==> src/rtl/tdc_sample_accum_if.sv <==
// rtl/tdc_sample_accum_if.sv - sample stream in and batch result out of the TDC accumulator
interface tdc_sample_accum_if #(
    parameter int HW_W         = 7,
    parameter int LOG2_SAMPLES = 4
);
    localparam int SUM_W = HW_W + LOG2_SAMPLES;

    logic             val_in;
    logic [HW_W-1:0]  hw_in;
    logic             out_rdy;
    logic             out_val;
    logic [SUM_W-1:0] sum_out;
    logic [HW_W-1:0]  avg_out;
    logic [HW_W-1:0]  min_out;
    logic [HW_W-1:0]  max_out;

    modport master (
        output val_in, hw_in, out_rdy,
        input  out_val, sum_out, avg_out, min_out, max_out
    );

    modport slave (
        input  val_in, hw_in, out_rdy,
        output out_val, sum_out, avg_out, min_out, max_out
    );
endinterface

==> src/rtl/tdc_sample_accum.sv <==
// rtl/tdc_sample_accum.sv - batch sum/avg/min/max of TDC pop-count samples with held result
module tdc_sample_accum #(
    parameter int HW_W         = 7,
    parameter int LOG2_SAMPLES = 4
) (
    input  logic                clk,
    input  logic                rst,
    input  logic                en,
    input  logic                start,
    output logic                busy,
    output logic                ovr,
    tdc_sample_accum_if.slave   bus
);
    localparam int SUM_W = HW_W + LOG2_SAMPLES;

    typedef enum logic [1:0] {
        IDLE  = 2'd0,
        ACCUM = 2'd1,
        HOLD  = 2'd2
    } state_t;

    state_t                  state_q, state_d;
    logic [SUM_W-1:0]        sum_acc;
    logic [LOG2_SAMPLES-1:0] count_q;
    logic [HW_W-1:0]         min_acc, max_acc;
    logic [SUM_W-1:0]        sum_q;
    logic [HW_W-1:0]         min_q, max_q;
    logic                    ovr_q;

    logic                    clear_acc, take_sample, load_out, ovr_set;
    logic                    sample_seen;
    logic [SUM_W-1:0]        sum_nxt;
    logic [HW_W-1:0]         min_nxt, max_nxt;

    assign sample_seen = en && bus.val_in;
    assign sum_nxt     = sum_acc + {{LOG2_SAMPLES{1'b0}}, bus.hw_in};
    assign min_nxt     = (bus.hw_in < min_acc) ? bus.hw_in : min_acc;
    assign max_nxt     = (bus.hw_in > max_acc) ? bus.hw_in : max_acc;

    always_comb begin
        state_d     = state_q;
        clear_acc   = 1'b0;
        take_sample = 1'b0;
        load_out    = 1'b0;
        ovr_set     = 1'b0;
        case (state_q)
            IDLE: begin
                if (start) begin
                    state_d   = ACCUM;
                    clear_acc = 1'b1;
                end
            end
            ACCUM: begin
                // A restart discards any sample arriving in the same cycle.
                if (start) begin
                    clear_acc = 1'b1;
                end else if (sample_seen) begin
                    take_sample = 1'b1;
                    if (count_q == '1) begin
                        load_out = 1'b1;
                        state_d  = HOLD;
                    end
                end
            end
            HOLD: begin
                ovr_set = sample_seen;
                if (bus.out_rdy) begin
                    if (start) begin
                        state_d   = ACCUM;
                        clear_acc = 1'b1;
                    end else begin
                        state_d = IDLE;
                    end
                end
            end
            default: state_d = IDLE;
        endcase
    end

    always_ff @(posedge clk) begin
        if (rst) begin
            state_q <= IDLE;
            sum_acc <= '0;
            count_q <= '0;
            min_acc <= '1;
            max_acc <= '0;
            sum_q   <= '0;
            min_q   <= '0;
            max_q   <= '0;
            ovr_q   <= 1'b0;
        end else begin
            state_q <= state_d;
            if (clear_acc) begin
                sum_acc <= '0;
                count_q <= '0;
                min_acc <= '1;
                max_acc <= '0;
                ovr_q   <= 1'b0;
            end else begin
                if (take_sample) begin
                    sum_acc <= sum_nxt;
                    count_q <= count_q + 1'b1;
                    min_acc <= min_nxt;
                    max_acc <= max_nxt;
                end
                if (ovr_set) begin
                    ovr_q <= 1'b1;
                end
            end
            // Result registers change only when a batch completes, so the
            // previous batch stays readable after the handshake.
            if (load_out) begin
                sum_q <= sum_nxt;
                min_q <= min_nxt;
                max_q <= max_nxt;
            end
        end
    end

    assign busy        = (state_q == ACCUM);
    assign ovr         = ovr_q;
    assign bus.out_val = (state_q == HOLD);
    assign bus.sum_out = sum_q;
    assign bus.avg_out = sum_q[SUM_W-1:LOG2_SAMPLES];
    assign bus.min_out = min_q;
    assign bus.max_out = max_q;
endmodule

==> src/flat_wrapper.sv <==
// flat-port wrapper written by rule: the top's interface ports become plain ports
module tdc_sample_accum_flat 
#(
    parameter int HW_W         = 7,
    parameter int LOG2_SAMPLES = 4
)
  (clk, rst, en, start, busy, ovr, bus_val_in, bus_hw_in, bus_out_rdy, bus_out_val, bus_sum_out, bus_avg_out, bus_min_out, bus_max_out);
  tdc_sample_accum_if #(.HW_W(HW_W), .LOG2_SAMPLES(LOG2_SAMPLES)) bus_i ();
  input  logic clk;
  input  logic rst;
  input  logic en;
  input  logic start;
  output logic busy;
  output logic ovr;
  input wire logic [$bits(bus_i.val_in)-1:0] bus_val_in;
  input wire logic [$bits(bus_i.hw_in)-1:0] bus_hw_in;
  input wire logic [$bits(bus_i.out_rdy)-1:0] bus_out_rdy;
  output wire logic [$bits(bus_i.out_val)-1:0] bus_out_val;
  output wire logic [$bits(bus_i.sum_out)-1:0] bus_sum_out;
  output wire logic [$bits(bus_i.avg_out)-1:0] bus_avg_out;
  output wire logic [$bits(bus_i.min_out)-1:0] bus_min_out;
  output wire logic [$bits(bus_i.max_out)-1:0] bus_max_out;
  assign bus_i.val_in = bus_val_in;
  assign bus_i.hw_in = bus_hw_in;
  assign bus_i.out_rdy = bus_out_rdy;
  assign bus_out_val = bus_i.out_val;
  assign bus_sum_out = bus_i.sum_out;
  assign bus_avg_out = bus_i.avg_out;
  assign bus_min_out = bus_i.min_out;
  assign bus_max_out = bus_i.max_out;
  tdc_sample_accum #(.HW_W(HW_W), .LOG2_SAMPLES(LOG2_SAMPLES)) u_core (.clk(clk), .rst(rst), .en(en), .start(start), .busy(busy), .ovr(ovr), .bus(bus_i));
endmodule
==> config.mk <==
export PLATFORM = sky130hd
export DESIGN_NAME = tdc_sample_accum_flat
export DESIGN_NICKNAME = d
export VERILOG_FILES = /design/src/rtl/tdc_sample_accum_if.sv /design/src/rtl/tdc_sample_accum.sv /design/src/flat_wrapper.sv
export SDC_FILE = /design/constraint.sdc
export NUM_CORES = 1
export LEC_CHECK = 0
export CAP_MARGIN = 20
export CORE_UTILIZATION = 54
export CTS_CLUSTER_SIZE = 25
export DETAILED_ROUTE_END_ITERATION = 10
export GPL_TIMING_DRIVEN = 1
export PLACE_DENSITY = 0.92
export SYNTH_ARGS = -nofsm -noshare
export SYNTH_HDL_FRONTEND = slang
export SYNTH_SLANG_ARGS = --single-unit
==> constraint.sdc <==
create_clock -name clk -period 3.1 [get_ports clk]
set_input_delay 0.93 -clock clk [delete_from_list [all_inputs] [get_ports clk]]
set_output_delay 0.93 -clock clk [all_outputs]
set_load 0.05 [all_outputs]
==> reports/qor.yml <==
drt:
  drt_iter0_drc: 177
  drtPass1Iterations: 5
  vias: 2800
  vias_per_cell: 5.76
  routedWlPerCell_um: 15.5
  ant_nets: 0
  drc: 0
  drt-total-wl_mm: 7.52
synth:
  synth-compound-area-share_pct: 19.3
  yosys_warnings: 0
  synth_mux_area_share_pct: 5.78
  synth-simple-area-share_pct: 18.7
  syn_avg_cell_area_um2: 8.86
  synth_fa_ha_area_share_pct: 9.07
  synth-edff-count: 0
  netlist_area_um2: 3120
  synthCells: 352
  yosysUniqueCellTypes: 49
  synth_top_family_by_area: "compound AO/OA/AOI/OAI gates"
  synth-seq-area-share_pct: 36.6
  synthFlopType: "dfxtp_1"
  ys_ff_latch: 57
  synth_xor_area_share_pct: 4.21
  syn_nets: 387
  async_flop_share_pct: 0
finish:
  nets: 444
  drive_gt1_share_pct: 13.0
  fin_cells: 486
  diodes: 0
  multi_input_area_um2: 1780
  stdcell_area_um2: 3930
  fillCellCount: 418
  ff_latch_area_um2: 1140
  area_growth_pct: 25.9
  finalCoreUtilization_pct: 70.9
  layout_commonest_cell: "dfxtp_1"
  final_cell_mix: "dfxtp_1 (57), clkdlybuf4s50_1 (47), nor2_1 (44)"
clock_network:
  cts.sinks: 57
  cts_tree: "yes"
  cts_buffers: 9
  clock_latency_ps: 350
  cts_hold_buf: 0
  cts_resized: 0
  cts_buffer_depth: 2
  postCtsSetupBuffers: 0
  path_clk_slew_ps: 70
  htree_levels: 3
  cts-root-buf: "clkbuf_8"
floorplanning:
  die_y_um: 78.0
  coreArea_um2: 5540
  dieWidth_um: 78.0
  placementRows: 27
  die_area_um2: 6080
  start_util_pct: 56.3
  ioPinCount: 48
power:
  swShare_pct: 23.5
  clock_power_share_pct: 46.9
  finalPower_uw: 1660
  vdd_drop_max_uv: 348
  pwr-share-seq_pct: 44.5
  netSwitchingPower_uw: 389
  pwr-share-comb_pct: 8.6
  powerDensity_nw_per_um2: 422
  p_leak_uw: 0.00163
  p_int_uw: 1270
setup_path:
  r2r_slack_ps: 1010
  crit_start: "bus_hw_in[1]"
  start_kind: "input pin"
  endpoint_kind: "flip-flop"
  worstReg2RegStart: "u_core.sum_acc[0]"
  path_class: "in -> reg"
  arrival_ps: 3070
  path_max_fanout: 6
  required_ps: 3330
grt:
  grtUsageTotal_pct: 26.9
  grt_pass1_wl_mm: 12.6
  grt_start_max_net_pins: 43
  antenna_found_initial: 0
  grt_pass1_vias: 2776
  grt_overflow: 0
timing:
  report.final.setup_viol: 0
  timing.slew.headroom_pct: 66.1
  worst_pin_slew_ps: 508
  drv_slew: 0
  rsz0062_at_grt: "no"
  fin_crit_sh_pct: 91.7
  finalHoldViolCount: 0
  fin_crit_ps: 2840
  clock-skew-final_ps: 10.6
  max_freq_mhz: 352
status:
  outcome: "finished, final reports clean"
job:
  drv_cap: 0
placement:
  globalplace.congestion: 0.911
  portBuffers: 47
  place_inst: 470
  dpl.hpwl_mm: 5.35
  place_area_um2: 3710
hold_path:
  hold_path.class: "reg -> reg"
  hp-start: "u_core.bus.sum_out[1]"
==> kinds of logic (layout without fill, tap and decap cells) <==
group | Yosys count | in the layout
buffers and inverters | 37 | 99
AND/OR/NAND/NOR | 119 | 119
AO/OA/AOI/OAI | 84 | 84
adder cells (fa/ha/maj) | 22 | 22
multiplexers | 18 | 18
flip-flops | 57 | 57
XOR/XNOR | 15 | 15
==> final timing paths <==
kind	depth (start not counted)	to
setup reg to reg	7	u_core.bus.sum_out[10]
hold reg to reg	2	u_core.bus.sum_out[1]
setup / recovery	7	u_core.bus.sum_out[10]
hold / removal	2	u_core.bus.sum_out[1]
==> per-stage QoR <==
stage | hold WS [ps] | TNS (ps) | setup slack [ps]
6_report | 462 | 0 | 258
5_1_grt | 473 | 0 | 140
4_1_cts | 463 | 0 | 304
3_5_place_dp | 449 | -201 | -65.8
3_3_place_gp | 446 | 0 | 21.6
2_1_floorplan | 440 | 0 | 602
==> power groups by stage <==
| stage | Clock (uW) | Sequential (uW) | Combinational (uW) |
|---|---|---|---|
| 3_3_place_gp | 0 | 754 | 134 |
| 2_1_floorplan | 0 | 753 | 77.8 |
| 4_1_cts | 789 | 738 | 140 |
| 3_5_place_dp | 0 | 754 | 137 |
| 5_1_grt | 824 | 737 | 153 |
| 6_report | 777 | 738 | 142 |
==> worst max-delay path, stage by stage <==
cell,delay [ps]
clkdlybuf4s50_1,580
fa_1,510
a211oi_1,410
o211ai_1,240
nand3_1,130
xor2_1,190
a211oi_2,90
==> cells in the mapped netlist (4+ instances only) <==
library cell / instances / area, um2
a31oi_1: 8 / 50.1
nor2_1: 44 / 165
clkbuf_1: 5 / 18.8
nand3_1: 14 / 70.1
nand4_1: 6 / 37.5
o211ai_1: 4 / 30.0
mux2i_1: 18 / 180
dfxtp_1: 57 / 1140
o21ai_0: 13 / 65.1
nand2_1: 31 / 116
xnor2_1: 4 / 35.0
a211oi_2: 10 / 125
buf_4: 9 / 67.6
o21bai_1: 7 / 52.6
a21o_1: 4 / 30.0
ha_1: 21 / 263
xor2_1: 11 / 96.3
inv_1: 15 / 56.3
a21oi_1: 22 / 110
==> registers in the layout, indices dropped and copies added (netlist names) <==
name / count
u_core.count_q: 4
u_core.bus.min_out: 7
u_core.min_acc: 7
u_core.sum_acc: 11
u_core.bus.max_out: 7
u_core.ovr: 1
u_core.state_q: 2
u_core.max_acc: 7
u_core.bus.sum_out: 11
==> layout make-up <==
class	instances	share of cell area, %
clock buffer	11	3.60
sequential	57	29.1
tap	72	2.29
clock inverter	5	2.01
timing repair buffer	68	16.3
multi-input combinational	258	45.3
inverter	15	1.43
==> routing by layer <==
metal | global-route usage (%) | share of wire [%]
met5 | 0 | 0
met4 | 16.7 | 4.0
met1 | 32.7 | 44
met3 | 6.94 | 6.1
met2 | 42.2 | 46
Power figures use the tool's default switching activity.
